===== config.mk =====
export PLATFORM = sky130hd
export DESIGN_NAME = load_store_unit_flat
export DESIGN_NICKNAME = d
export VERILOG_FILES = /design/src/rtl/load_store_unit_if.sv /design/src/rtl/load_store_unit.sv /design/src/flat_wrapper.sv
export SDC_FILE = /design/constraint.sdc
export NUM_CORES = 1
export LEC_CHECK = 0
export ABC_CLOCK_PERIOD_IN_PS = 2000
export CORE_UTILIZATION = 45
export DETAILED_ROUTE_END_ITERATION = 16
export PLACE_DENSITY = 0.83
export SETUP_SLACK_MARGIN = 0.15
export SLEW_MARGIN = 20
export SYNTH_ARGS = -nofsm -noshare
export SYNTH_HDL_FRONTEND = slang
export SYNTH_SLANG_ARGS = --single-unit

===== constraint.sdc =====
create_clock -name CK_REF -period 2 [get_ports CK_REF]
set_clock_uncertainty 0.15 [all_clocks]
set_input_delay 0.2 -clock CK_REF [delete_from_list [all_inputs] [get_ports CK_REF]]
set_output_delay 0.2 -clock CK_REF [all_outputs]
set_load 0.1 [all_outputs]

===== src/rtl/load_store_unit_if.sv =====
// Request, memory and write-back signals of the load/store unit, bundled as one bus.
// The slave modport is the unit itself; master is the pipeline plus data RAM around it.
interface load_store_unit_if #(
    parameter int XLEN   = 32,
    parameter int ADDR_W = 16
);
    localparam int NB = XLEN / 8;

    logic              HALT;
    logic              LSU_VALID;
    logic              LSU_READY;
    logic              LSU_WE;
    logic [1:0]        LSU_SIZE;
    logic              LSU_UNSIGNED;
    logic [XLEN-1:0]   LSU_ADDR;
    logic [XLEN-1:0]   LSU_WDATA;
    logic [4:0]        LSU_RD;
    logic              MEM_REQ;
    logic              MEM_WE;
    logic [ADDR_W-1:0] MEM_ADDR;
    logic [NB-1:0]     MEM_BE;
    logic [XLEN-1:0]   MEM_WDATA;
    logic [XLEN-1:0]   MEM_RDATA;
    logic              MEM_ACK;
    logic              WB_VALID;
    logic [4:0]        WB_RD;
    logic [XLEN-1:0]   WB_DATA;
    logic              LSU_DONE;
    logic [1:0]        LSU_FAULT;

    modport slave (
        input  HALT, LSU_VALID, LSU_WE, LSU_SIZE, LSU_UNSIGNED, LSU_ADDR, LSU_WDATA, LSU_RD,
        input  MEM_RDATA, MEM_ACK,
        output LSU_READY, MEM_REQ, MEM_WE, MEM_ADDR, MEM_BE, MEM_WDATA,
        output WB_VALID, WB_RD, WB_DATA, LSU_DONE, LSU_FAULT
    );

    modport master (
        output HALT, LSU_VALID, LSU_WE, LSU_SIZE, LSU_UNSIGNED, LSU_ADDR, LSU_WDATA, LSU_RD,
        output MEM_RDATA, MEM_ACK,
        input  LSU_READY, MEM_REQ, MEM_WE, MEM_ADDR, MEM_BE, MEM_WDATA,
        input  WB_VALID, WB_RD, WB_DATA, LSU_DONE, LSU_FAULT
    );
endinterface


===== src/rtl/load_store_unit.sv =====
// Handshaked memory-access stage: alignment checks, lane byte enables and replication,
// req/ack memory access with a timeout watchdog, and one-cycle result/done/fault strobes.
module load_store_unit #(
    parameter int XLEN    = 32,
    parameter int ADDR_W  = 16,
    parameter int TIMEOUT = 255
) (
    input logic               CK_REF,
    input logic               int_rst_n,
    load_store_unit_if.slave  bus
);
    localparam int NB = XLEN / 8;
    localparam int OB = $clog2(NB);

    typedef enum logic [1:0] {S_IDLE, S_REQ, S_RESP, S_FAULT} state_t;
    typedef enum logic [1:0] {SZ_B, SZ_H, SZ_W, SZ_D} size_t;
    typedef enum logic [1:0] {F_NONE, F_MISALIGN, F_SIZE, F_TIMEOUT} fault_t;

    state_t            state_q, state_d;
    logic              req_q, req_d;
    logic              wb_valid_d, done_d;
    fault_t            fault_q, fault_d;
    logic [15:0]       cnt_q, cnt_d;
    logic              start_req, capture_wb;

    logic              we_q, uns_q;
    size_t             size_q;
    logic [OB-1:0]     off_q;
    logic [4:0]        rd_q;
    logic [ADDR_W-1:0] addr_q;
    logic [NB-1:0]     be_q;
    logic [XLEN-1:0]   wdata_q;
    logic              wb_valid_q, done_q;
    logic [4:0]        wb_rd_q;
    logic [XLEN-1:0]   wb_data_q;

    size_t             req_size;
    logic [OB-1:0]     req_off;
    logic              illegal_size, misaligned;
    logic [NB-1:0]     be_base;
    logic [XLEN-1:0]   wdata_rep;
    logic [XLEN-1:0]   rd_shift, rd_mask, load_ext;
    logic              rd_msb;
    logic              unused_addr_bits;

    assign req_size         = size_t'(bus.LSU_SIZE);
    assign req_off          = bus.LSU_ADDR[OB-1:0];
    assign illegal_size     = (req_size == SZ_D) && (XLEN == 32);
    assign unused_addr_bits = ^bus.LSU_ADDR[XLEN-1:ADDR_W];

    // Request-side decode: alignment, lane enables and store-data replication.
    always_comb begin
        misaligned = 1'b0;
        be_base    = '1;
        wdata_rep  = bus.LSU_WDATA;
        case (req_size)
            SZ_B: begin
                be_base   = NB'(1);
                wdata_rep = {NB{bus.LSU_WDATA[7:0]}};
            end
            SZ_H: begin
                misaligned = req_off[0];
                be_base    = NB'(3);
                wdata_rep  = {(NB/2){bus.LSU_WDATA[15:0]}};
            end
            SZ_W: begin
                misaligned = |req_off[1:0];
                be_base    = NB'(15);
                wdata_rep  = {(NB/4){bus.LSU_WDATA[31:0]}};
            end
            default: misaligned = |req_off;
        endcase
    end

    // Load alignment: bring the addressed lane to bit 0, then sign- or zero-extend.
    always_comb begin
        rd_shift = bus.MEM_RDATA >> {off_q, 3'b000};
        case (size_q)
            SZ_B:    begin rd_mask = XLEN'(64'hFF);        rd_msb = rd_shift[7];      end
            SZ_H:    begin rd_mask = XLEN'(64'hFFFF);      rd_msb = rd_shift[15];     end
            SZ_W:    begin rd_mask = XLEN'(64'hFFFF_FFFF); rd_msb = rd_shift[31];     end
            default: begin rd_mask = '1;                   rd_msb = rd_shift[XLEN-1]; end
        endcase
        load_ext = (rd_shift & rd_mask) | ({XLEN{rd_msb & ~uns_q}} & ~rd_mask);
    end

    // NOTE: every signal assigned here gets a default first, so no path can infer a latch.
    always_comb begin
        state_d    = state_q;
        req_d      = req_q;
        cnt_d      = cnt_q;
        wb_valid_d = 1'b0;
        done_d     = 1'b0;
        fault_d    = F_NONE;
        start_req  = 1'b0;
        capture_wb = 1'b0;
        case (state_q)
            S_IDLE: begin
                if (bus.LSU_VALID && !bus.HALT) begin
                    cnt_d = '0;
                    if (illegal_size) begin
                        state_d = S_FAULT;
                        fault_d = F_SIZE;
                    end else if (misaligned) begin
                        state_d = S_FAULT;
                        fault_d = F_MISALIGN;
                    end else begin
                        state_d   = S_REQ;
                        req_d     = 1'b1;
                        start_req = 1'b1;
                    end
                end
            end
            S_REQ: begin
                cnt_d = cnt_q + 16'd1;
                // An acknowledge on the timeout edge still completes normally.
                if (bus.MEM_ACK) begin
                    state_d    = S_RESP;
                    req_d      = 1'b0;
                    done_d     = we_q;
                    wb_valid_d = !we_q;
                    capture_wb = !we_q;
                end else if (cnt_q == 16'(TIMEOUT - 1)) begin
                    state_d = S_IDLE;
                    req_d   = 1'b0;
                    fault_d = F_TIMEOUT;
                end
            end
            S_RESP:  state_d = S_IDLE;
            S_FAULT: state_d = S_IDLE;
            default: state_d = S_IDLE;
        endcase
    end

    // NOTE: state and outputs update with non-blocking assignments so every register
    // samples the pre-edge value of its neighbours; the async reset drops MEM_REQ at once.
    always_ff @(posedge CK_REF or negedge int_rst_n) begin
        if (!int_rst_n) begin
            state_q    <= S_IDLE;
            req_q      <= 1'b0;
            cnt_q      <= '0;
            fault_q    <= F_NONE;
            wb_valid_q <= 1'b0;
            done_q     <= 1'b0;
            we_q       <= 1'b0;
            uns_q      <= 1'b0;
            size_q     <= SZ_B;
            off_q      <= '0;
            rd_q       <= '0;
            addr_q     <= '0;
            be_q       <= '0;
            wdata_q    <= '0;
            wb_rd_q    <= '0;
            wb_data_q  <= '0;
        end else begin
            state_q    <= state_d;
            req_q      <= req_d;
            cnt_q      <= cnt_d;
            fault_q    <= fault_d;
            wb_valid_q <= wb_valid_d;
            done_q     <= done_d;
            if (start_req) begin
                we_q    <= bus.LSU_WE;
                uns_q   <= bus.LSU_UNSIGNED;
                size_q  <= req_size;
                off_q   <= req_off;
                rd_q    <= bus.LSU_RD;
                addr_q  <= {bus.LSU_ADDR[ADDR_W-1:OB], {OB{1'b0}}};
                be_q    <= be_base << req_off;
                wdata_q <= wdata_rep;
            end
            if (capture_wb) begin
                wb_rd_q   <= rd_q;
                wb_data_q <= load_ext;
            end
        end
    end

    assign bus.LSU_READY = (state_q == S_IDLE);
    assign bus.MEM_REQ   = req_q;
    assign bus.MEM_WE    = we_q;
    assign bus.MEM_ADDR  = addr_q;
    assign bus.MEM_BE    = be_q;
    assign bus.MEM_WDATA = wdata_q;
    assign bus.WB_VALID  = wb_valid_q;
    assign bus.WB_RD     = wb_rd_q;
    assign bus.WB_DATA   = wb_data_q;
    assign bus.LSU_DONE  = done_q;
    assign bus.LSU_FAULT = fault_q;
endmodule

===== src/flat_wrapper.sv =====
// flat-port wrapper written by rule: the top's interface ports become plain ports
module load_store_unit_flat 
#(
    parameter int XLEN    = 32,
    parameter int ADDR_W  = 16,
    parameter int TIMEOUT = 255
)
  (CK_REF, int_rst_n, bus_HALT, bus_LSU_VALID, bus_LSU_WE, bus_LSU_SIZE, bus_LSU_UNSIGNED, bus_LSU_ADDR, bus_LSU_WDATA, bus_LSU_RD, bus_MEM_RDATA, bus_MEM_ACK, bus_LSU_READY, bus_MEM_REQ, bus_MEM_WE, bus_MEM_ADDR, bus_MEM_BE, bus_MEM_WDATA, bus_WB_VALID, bus_WB_RD, bus_WB_DATA, bus_LSU_DONE, bus_LSU_FAULT);
  load_store_unit_if #(.XLEN(XLEN), .ADDR_W(ADDR_W)) bus_i ();
  input logic CK_REF;
  input logic int_rst_n;
  input wire logic [$bits(bus_i.HALT)-1:0] bus_HALT;
  input wire logic [$bits(bus_i.LSU_VALID)-1:0] bus_LSU_VALID;
  input wire logic [$bits(bus_i.LSU_WE)-1:0] bus_LSU_WE;
  input wire logic [$bits(bus_i.LSU_SIZE)-1:0] bus_LSU_SIZE;
  input wire logic [$bits(bus_i.LSU_UNSIGNED)-1:0] bus_LSU_UNSIGNED;
  input wire logic [$bits(bus_i.LSU_ADDR)-1:0] bus_LSU_ADDR;
  input wire logic [$bits(bus_i.LSU_WDATA)-1:0] bus_LSU_WDATA;
  input wire logic [$bits(bus_i.LSU_RD)-1:0] bus_LSU_RD;
  input wire logic [$bits(bus_i.MEM_RDATA)-1:0] bus_MEM_RDATA;
  input wire logic [$bits(bus_i.MEM_ACK)-1:0] bus_MEM_ACK;
  output wire logic [$bits(bus_i.LSU_READY)-1:0] bus_LSU_READY;
  output wire logic [$bits(bus_i.MEM_REQ)-1:0] bus_MEM_REQ;
  output wire logic [$bits(bus_i.MEM_WE)-1:0] bus_MEM_WE;
  output wire logic [$bits(bus_i.MEM_ADDR)-1:0] bus_MEM_ADDR;
  output wire logic [$bits(bus_i.MEM_BE)-1:0] bus_MEM_BE;
  output wire logic [$bits(bus_i.MEM_WDATA)-1:0] bus_MEM_WDATA;
  output wire logic [$bits(bus_i.WB_VALID)-1:0] bus_WB_VALID;
  output wire logic [$bits(bus_i.WB_RD)-1:0] bus_WB_RD;
  output wire logic [$bits(bus_i.WB_DATA)-1:0] bus_WB_DATA;
  output wire logic [$bits(bus_i.LSU_DONE)-1:0] bus_LSU_DONE;
  output wire logic [$bits(bus_i.LSU_FAULT)-1:0] bus_LSU_FAULT;
  assign bus_i.HALT = bus_HALT;
  assign bus_i.LSU_VALID = bus_LSU_VALID;
  assign bus_i.LSU_WE = bus_LSU_WE;
  assign bus_i.LSU_SIZE = bus_LSU_SIZE;
  assign bus_i.LSU_UNSIGNED = bus_LSU_UNSIGNED;
  assign bus_i.LSU_ADDR = bus_LSU_ADDR;
  assign bus_i.LSU_WDATA = bus_LSU_WDATA;
  assign bus_i.LSU_RD = bus_LSU_RD;
  assign bus_i.MEM_RDATA = bus_MEM_RDATA;
  assign bus_i.MEM_ACK = bus_MEM_ACK;
  assign bus_LSU_READY = bus_i.LSU_READY;
  assign bus_MEM_REQ = bus_i.MEM_REQ;
  assign bus_MEM_WE = bus_i.MEM_WE;
  assign bus_MEM_ADDR = bus_i.MEM_ADDR;
  assign bus_MEM_BE = bus_i.MEM_BE;
  assign bus_MEM_WDATA = bus_i.MEM_WDATA;
  assign bus_WB_VALID = bus_i.WB_VALID;
  assign bus_WB_RD = bus_i.WB_RD;
  assign bus_WB_DATA = bus_i.WB_DATA;
  assign bus_LSU_DONE = bus_i.LSU_DONE;
  assign bus_LSU_FAULT = bus_i.LSU_FAULT;
  load_store_unit #(.XLEN(XLEN), .ADDR_W(ADDR_W), .TIMEOUT(TIMEOUT)) u_core (.CK_REF(CK_REF), .int_rst_n(int_rst_n), .bus(bus_i));
endmodule

; ---- Word level (Yosys, flattened, before mapping)
; Index checks and enable logic that the tools add are counted.
; W data, S select, Z words.
[word_totals]
regBits = 121
in_bits = 110
[op_classes]
shifts = 2
n_bitwise = 6
n_addsub = 1
n_eq_ne = 11
n_mux = 33
n_reduce_logical = 12
[ops]
columns = cell, count
row1 = $pmux W32 S2, 2
row2 = $and A32 B32 Y32, 2
row3 = $not A32 Y32, 1
row4 = $or A32 B32 Y32, 1
row5 = $pmux W16 S2, 1
row6 = $shr A32 B5 Y32, 1
row7 = $mux W2, 9
row8 = $add A16 B1 Y16 const B, 1
row9 = $eq A16 B8 Y1 const B, 1
row10 = $mux W16, 1
row11 = $mux W1, 14
row12 = $pmux W4 S2, 1
row13 = $eq A2 B1 Y1 const B, 3
row14 = $eq A2 B2 Y1 const B, 3
row15 = $logic_not A2 Y1, 3
row16 = $pmux W1 S2, 3
row17 = $pmux W2 S3, 1
row18 = $reduce_and A5 Y1, 1
row19 = $ne A2 B2 Y1 const B, 2
row20 = $pmux W2 S2, 1
row21 = $reduce_and A2 Y1, 2
row22 = $reduce_or A2 Y1, 2
row23 = $shl A4 B2 Y4, 1
row24 = $ne A3 B2 Y1 const B, 1
row25 = other kinds (6), 7

; ---- Depth between registers and ports, before layout
[logic_depth]
ltp_word = 6
ltp_mapped = 7
depth_no_buf = 6

; ---- Least setup slack after synthesis
; Ideal clock, no wire load.
[synth_path]
kind = reg2out
start = register u_core.state_q[1]
end = output port bus_LSU_READY
n_path_buf = 1
path_slack_ps = -237
arrival_ps = 1887
required_ps = 1650
stages_incl_launch_ff = 3
cell_sequence = dfrtp_1 > clkbuf_1 > nor2_1
[synth_via]
elab_chain_len = 1
[synth_lines]
columns = item, line_no
row1 = start: declaration, load_store_unit.sv:19  ; state_t state_q, state_d;
row2 = start signal: assignment, load_store_unit.sv:156  ; state_q <= state_d;
row3 = $logic_not A2 Y1, load_store_unit.sv:179  ; assign bus.LSU_READY = (state_q == S_IDLE);
row4 = end: declaration, flat_wrapper.sv:22  ; output wire logic [$bits(bus_i.LSU_READY)-1:0] bus_LSU_READY;
; No other way between the ends.

; ---- Worst setup path after layout
[layout_path]
start = register u_core.state_q[1]
end = register u_core.wdata_q[17], in the netlist u_core.bus.MEM_WDATA[17]
[layout_via]
elab_chain_len = 2
[layout_lines]
columns = item, line_no
row1 = $logic_not A2 Y1, load_store_unit.sv:97  ; case (state_q)
row2 = $mux W1, load_store_unit.sv:97
row3 = end signal: assignment, load_store_unit.sv:170  ; wdata_q <= wdata_rep;
row4 = end: declaration, load_store_unit.sv:32  ; logic [XLEN-1:0] wdata_q;
; No other way between the ends.
; A chain may end at the register's enable or synchronous reset.

==> results_dict.tcl <==
set metrics [dict create \
    status "completed" \
    layout_min_cycle_time_ns 1.93 \
    numCtsBuffers 17 \
    cts_max_level 4 \
    grt_overflow_total 0 \
    synth_xor_area_share_pct 1.20 \
    clk_latency_ns 0.41 \
    die_area_um2 13400 \
    vdd_drop_max_v 0.00165 \
    async_flop_share_pct 100 \
    synth_edf_count 0 \
    crit_path_frequent_cell "buf_6" \
    multiInputGateArea_um2 2680 \
    vias 5063 \
    synthCells 530 \
    critical_path.top_delay_family "compound AO/OA/AOI/OAI gates" \
    nFillCells 962 \
    synth_compound_area_share_pct 13.2 \
    arrival_ns 2.07 \
    syn-cell-area_um2 5840 \
    start_util_pct 46.3 \
    power.density_nw_per_um2 1890 \
    grt_max_degree 122 \
    cp_cell_sequence "buf_6 > nor4b_4 > o21ai_4 > buf_12 > buf_6 > o21ai_0" \
    avgSynthCellArea_um2 11.0 \
    slowest_delay_ns 0.43 \
    via_per_inst 5.38 \
    nNetsFinal 868 \
    drt-pass1-iter-count 5 \
    ys_types 55 \
    clkSlewWorstSetupHoldPaths_ns 0.05 \
    num_rows 41 \
    routed_wl_um 16600 \
    cts_buffer_depth 2 \
    crit_required_ns 2.14 \
    slowest_stage "dfrtp_2" \
    p_leak_nw 4.01 \
    ys_seq_elements 121 \
    start_kind "flop" \
    coreArea_um2 12600 \
    synthAdderAreaFrac_pct 0.429 \
    ys.warnings.count 0 \
    ant_nets 0 \
    hold_ws_ns 0.250 \
    remaining_drc_errors 0 \
    regArea_um2 3030 \
    clock_sinks 121 \
    worst_slew_pin_slew_ns 0.652 \
    slew_headroom_pct 56.6 \
    ctsRootBufferMaster "clkbuf_16" \
    crit_fanout 8 \
    placed_area_um2 7940 \
    fmax_mhz 519 \
    dieHeight_um 116 \
    post_drt_wl_per_cell_um 17.7 \
    antenna_found_initial 0 \
    hpwlAfterDp_um 11700 \
    port_buffers 187 \
    synthMuxAreaShare_pct 17.4 \
    synth-seq-area-share_pct 51.9 \
    hold_path_class "primary input to flop" \
    cp.buffers_inverters 3 \
    syn2layout_area_growth_pct 49.6 \
    synth-main-ff-cell "dfrtp_1" \
    drv_cap 0 \
    drt_iter0_drc 313 \
    rsz0062_at_grt "true" \
    end_kind "flop" \
    layout-drive-gt1-share_pct 33.6 \
    finalCritPeriodShare_pct 96.3 \
    grt_pass1_wl_um 25400 \
    hold_viol_final 0 \
    slew_violations 0 \
    gp_congestion 0.871 \
    yosys.area_share.simple_pct 12.2 \
    cts_tree "yes" \
    path_class "flop to flop" \
    pin_count 206 \
    diodes 0 \
    synth_top_family_by_area "multiplexers" \
    finalSetupViolCount 0 \
    grt_usage_pct 24.9 \
    fin_area_um2 8730 \
    die_x_um 116 \
    grt_pass1_vias 5066 \
]
==> final cells by class <==
cell class                 count  area share, %
clock buffer                  20           5.23
clock inverter                12           1.96
inverter                       6          0.258
multi-input combinational    368           30.6
sequential                   121           34.7
tap                          172           2.46
timing repair buffer         242           24.7
==> synth_stat cells (8+ instances only) <==
master	count	area share, %
nand2_1	51	3.3
mux2_2	29	5.6
mux2i_1	42	7.2
nor2_1	42	2.7
o22a_1	8	1.2
o21ai_0	45	3.9
dfrtp_1	121	52
buf_2	10	0.86
nand3_1	11	0.94
o221a_2	8	1.5
clkbuf_1	16	1.0
mux2_4	18	4.6
nor2b_1	11	1.2
a21oi_1	34	2.9
==> layout by cell type, fill, tap and decap left out, types with 2 or more instances in the layout <==
cell type,instances
clkinvlp_4,3
mux2_4,18
nand4_1,3
a21oi_1,33
o2111ai_1,2
o21ai_0,35
nand3_2,2
nor2_1,40
ha_1,2
nand2_1,50
clkbuf_8,2
mux2_2,29
o221a_2,8
buf_6,6
nand4b_1,2
and4_1,2
buf_12,4
o31ai_1,5
nor2_2,2
dfrtp_1,118
o21ai_1,10
xnor2_1,2
a211oi_1,7
nor2b_1,10
or4_1,2
and3_1,3
o22a_1,8
xor2_1,6
conb_1,2
bufinv_16,4
clkbuf_16,19
nand3_1,8
clkinv_2,4
nor3_1,4
clkdlybuf4s50_1,92
buf_4,137
inv_1,6
dfrtp_2,2
mux2i_1,42
nand2b_1,2
==> per-stage QoR <==
| stage | util [%] | setup TNS, ns | total power (W) | cells | setup slack (ns) |
|---|---|---|---|---|---|
| after CTS | 68.1 | 0 | 0.0165 | 937 | 0.122 |
| after detailed placement | 62.9 | -5.31 | 0.0132 | 903 | -0.176 |
| after global placement | 62.9 | -2.91 | 0.0131 | 903 | -0.0762 |
| after global routing | 69.2 | 0 | 0.0171 | 941 | 0.0487 |
| after floorplan | - | 0 | 0.0110 | 531 | 0.165 |
| final | 69.2 | 0 | 0.0165 | 941 | 0.0741 |
==> metal layers <==
layer	vias to the layer above	global-route usage [%]	wire length, um
met5	-	0	0
met4	0	10.3	267
met3	19	8.05	1340
met2	215	42.3	8370
met1	2466	29.2	6680
li1	2363	-	-
==> cell families (layout without fill, tap and decap cells) <==
| family | count (synthesis) | count (layout) |
|---|---|---|
| AOI/OAI and AO/OA | 122 | 122 |
| xor gates and xnor gates | 8 | 8 |
| adders and majority gates | 2 | 2 |
| buffers and inverters | 42 | 280 |
| DFF | 121 | 121 |
| muxes | 89 | 89 |
| other | 1 | 2 |
| and+or+nand+nor | 145 | 145 |
==> registers in the layout, indices dropped and copies added, names as in the netlist <==
register	flops
u_core.bus.WB_VALID	1
u_core.bus.WB_DATA	32
u_core.bus.MEM_REQ	1
u_core.cnt_q	16
u_core.bus.WB_RD	5
u_core.bus.LSU_FAULT	2
u_core.rd_q	5
u_core.state_q	2
u_core.bus.MEM_WDATA	32
u_core.size_q	2
u_core.bus.MEM_WE	1
u_core.uns_q	1
u_core.off_q	2
u_core.bus.MEM_BE	4
u_core.bus.LSU_DONE	1
u_core.bus.MEM_ADDR	14
==> power by group <==
part,leakage (nW),switching (W),total (W),internal (W)
sequential,1.49,0.000562,0.00389,0.00333
combinational,2.22,0.00716,0.00941,0.00226
clock,0.302,0.00110,0.00324,0.00214
total,4.01,0.00882,0.0165,0.00773
==> final timing paths <==
| check | startpoint | to | slack [ns] | cells past startpoint |
|---|---|---|---|---|
| min in group asynchronous | int_rst_n | u_core.bus.WB_DATA[6] | 0.29 | 3 |
| min | bus_LSU_ADDR[11] | u_core.bus.MEM_ADDR[11] | 0.25 | 2 |
| min reg2reg | u_core.bus.MEM_WDATA[28] | u_core.bus.MEM_WDATA[28] | 0.34 | 2 |
| max | u_core.state_q[1] | u_core.bus.MEM_WDATA[17] | 0.07 | 6 |
| max in group asynchronous | int_rst_n | u_core.state_q[0] | 0.90 | 3 |
| max reg2reg | u_core.state_q[1] | u_core.bus.MEM_WDATA[17] | 0.07 | 6 |
==> timing repair <==
action | in CTS | in global routing
resized for setup | 7 | 30
pin swaps | 1 | 1
setup endpoints to repair | 83 | 96
hold buffers | 1 | 0
cloned | 0 | 2
hold endpoints to repair | 121 | 0
buffers inserted | 1 | 2
Power figures use the tool's default switching activity.
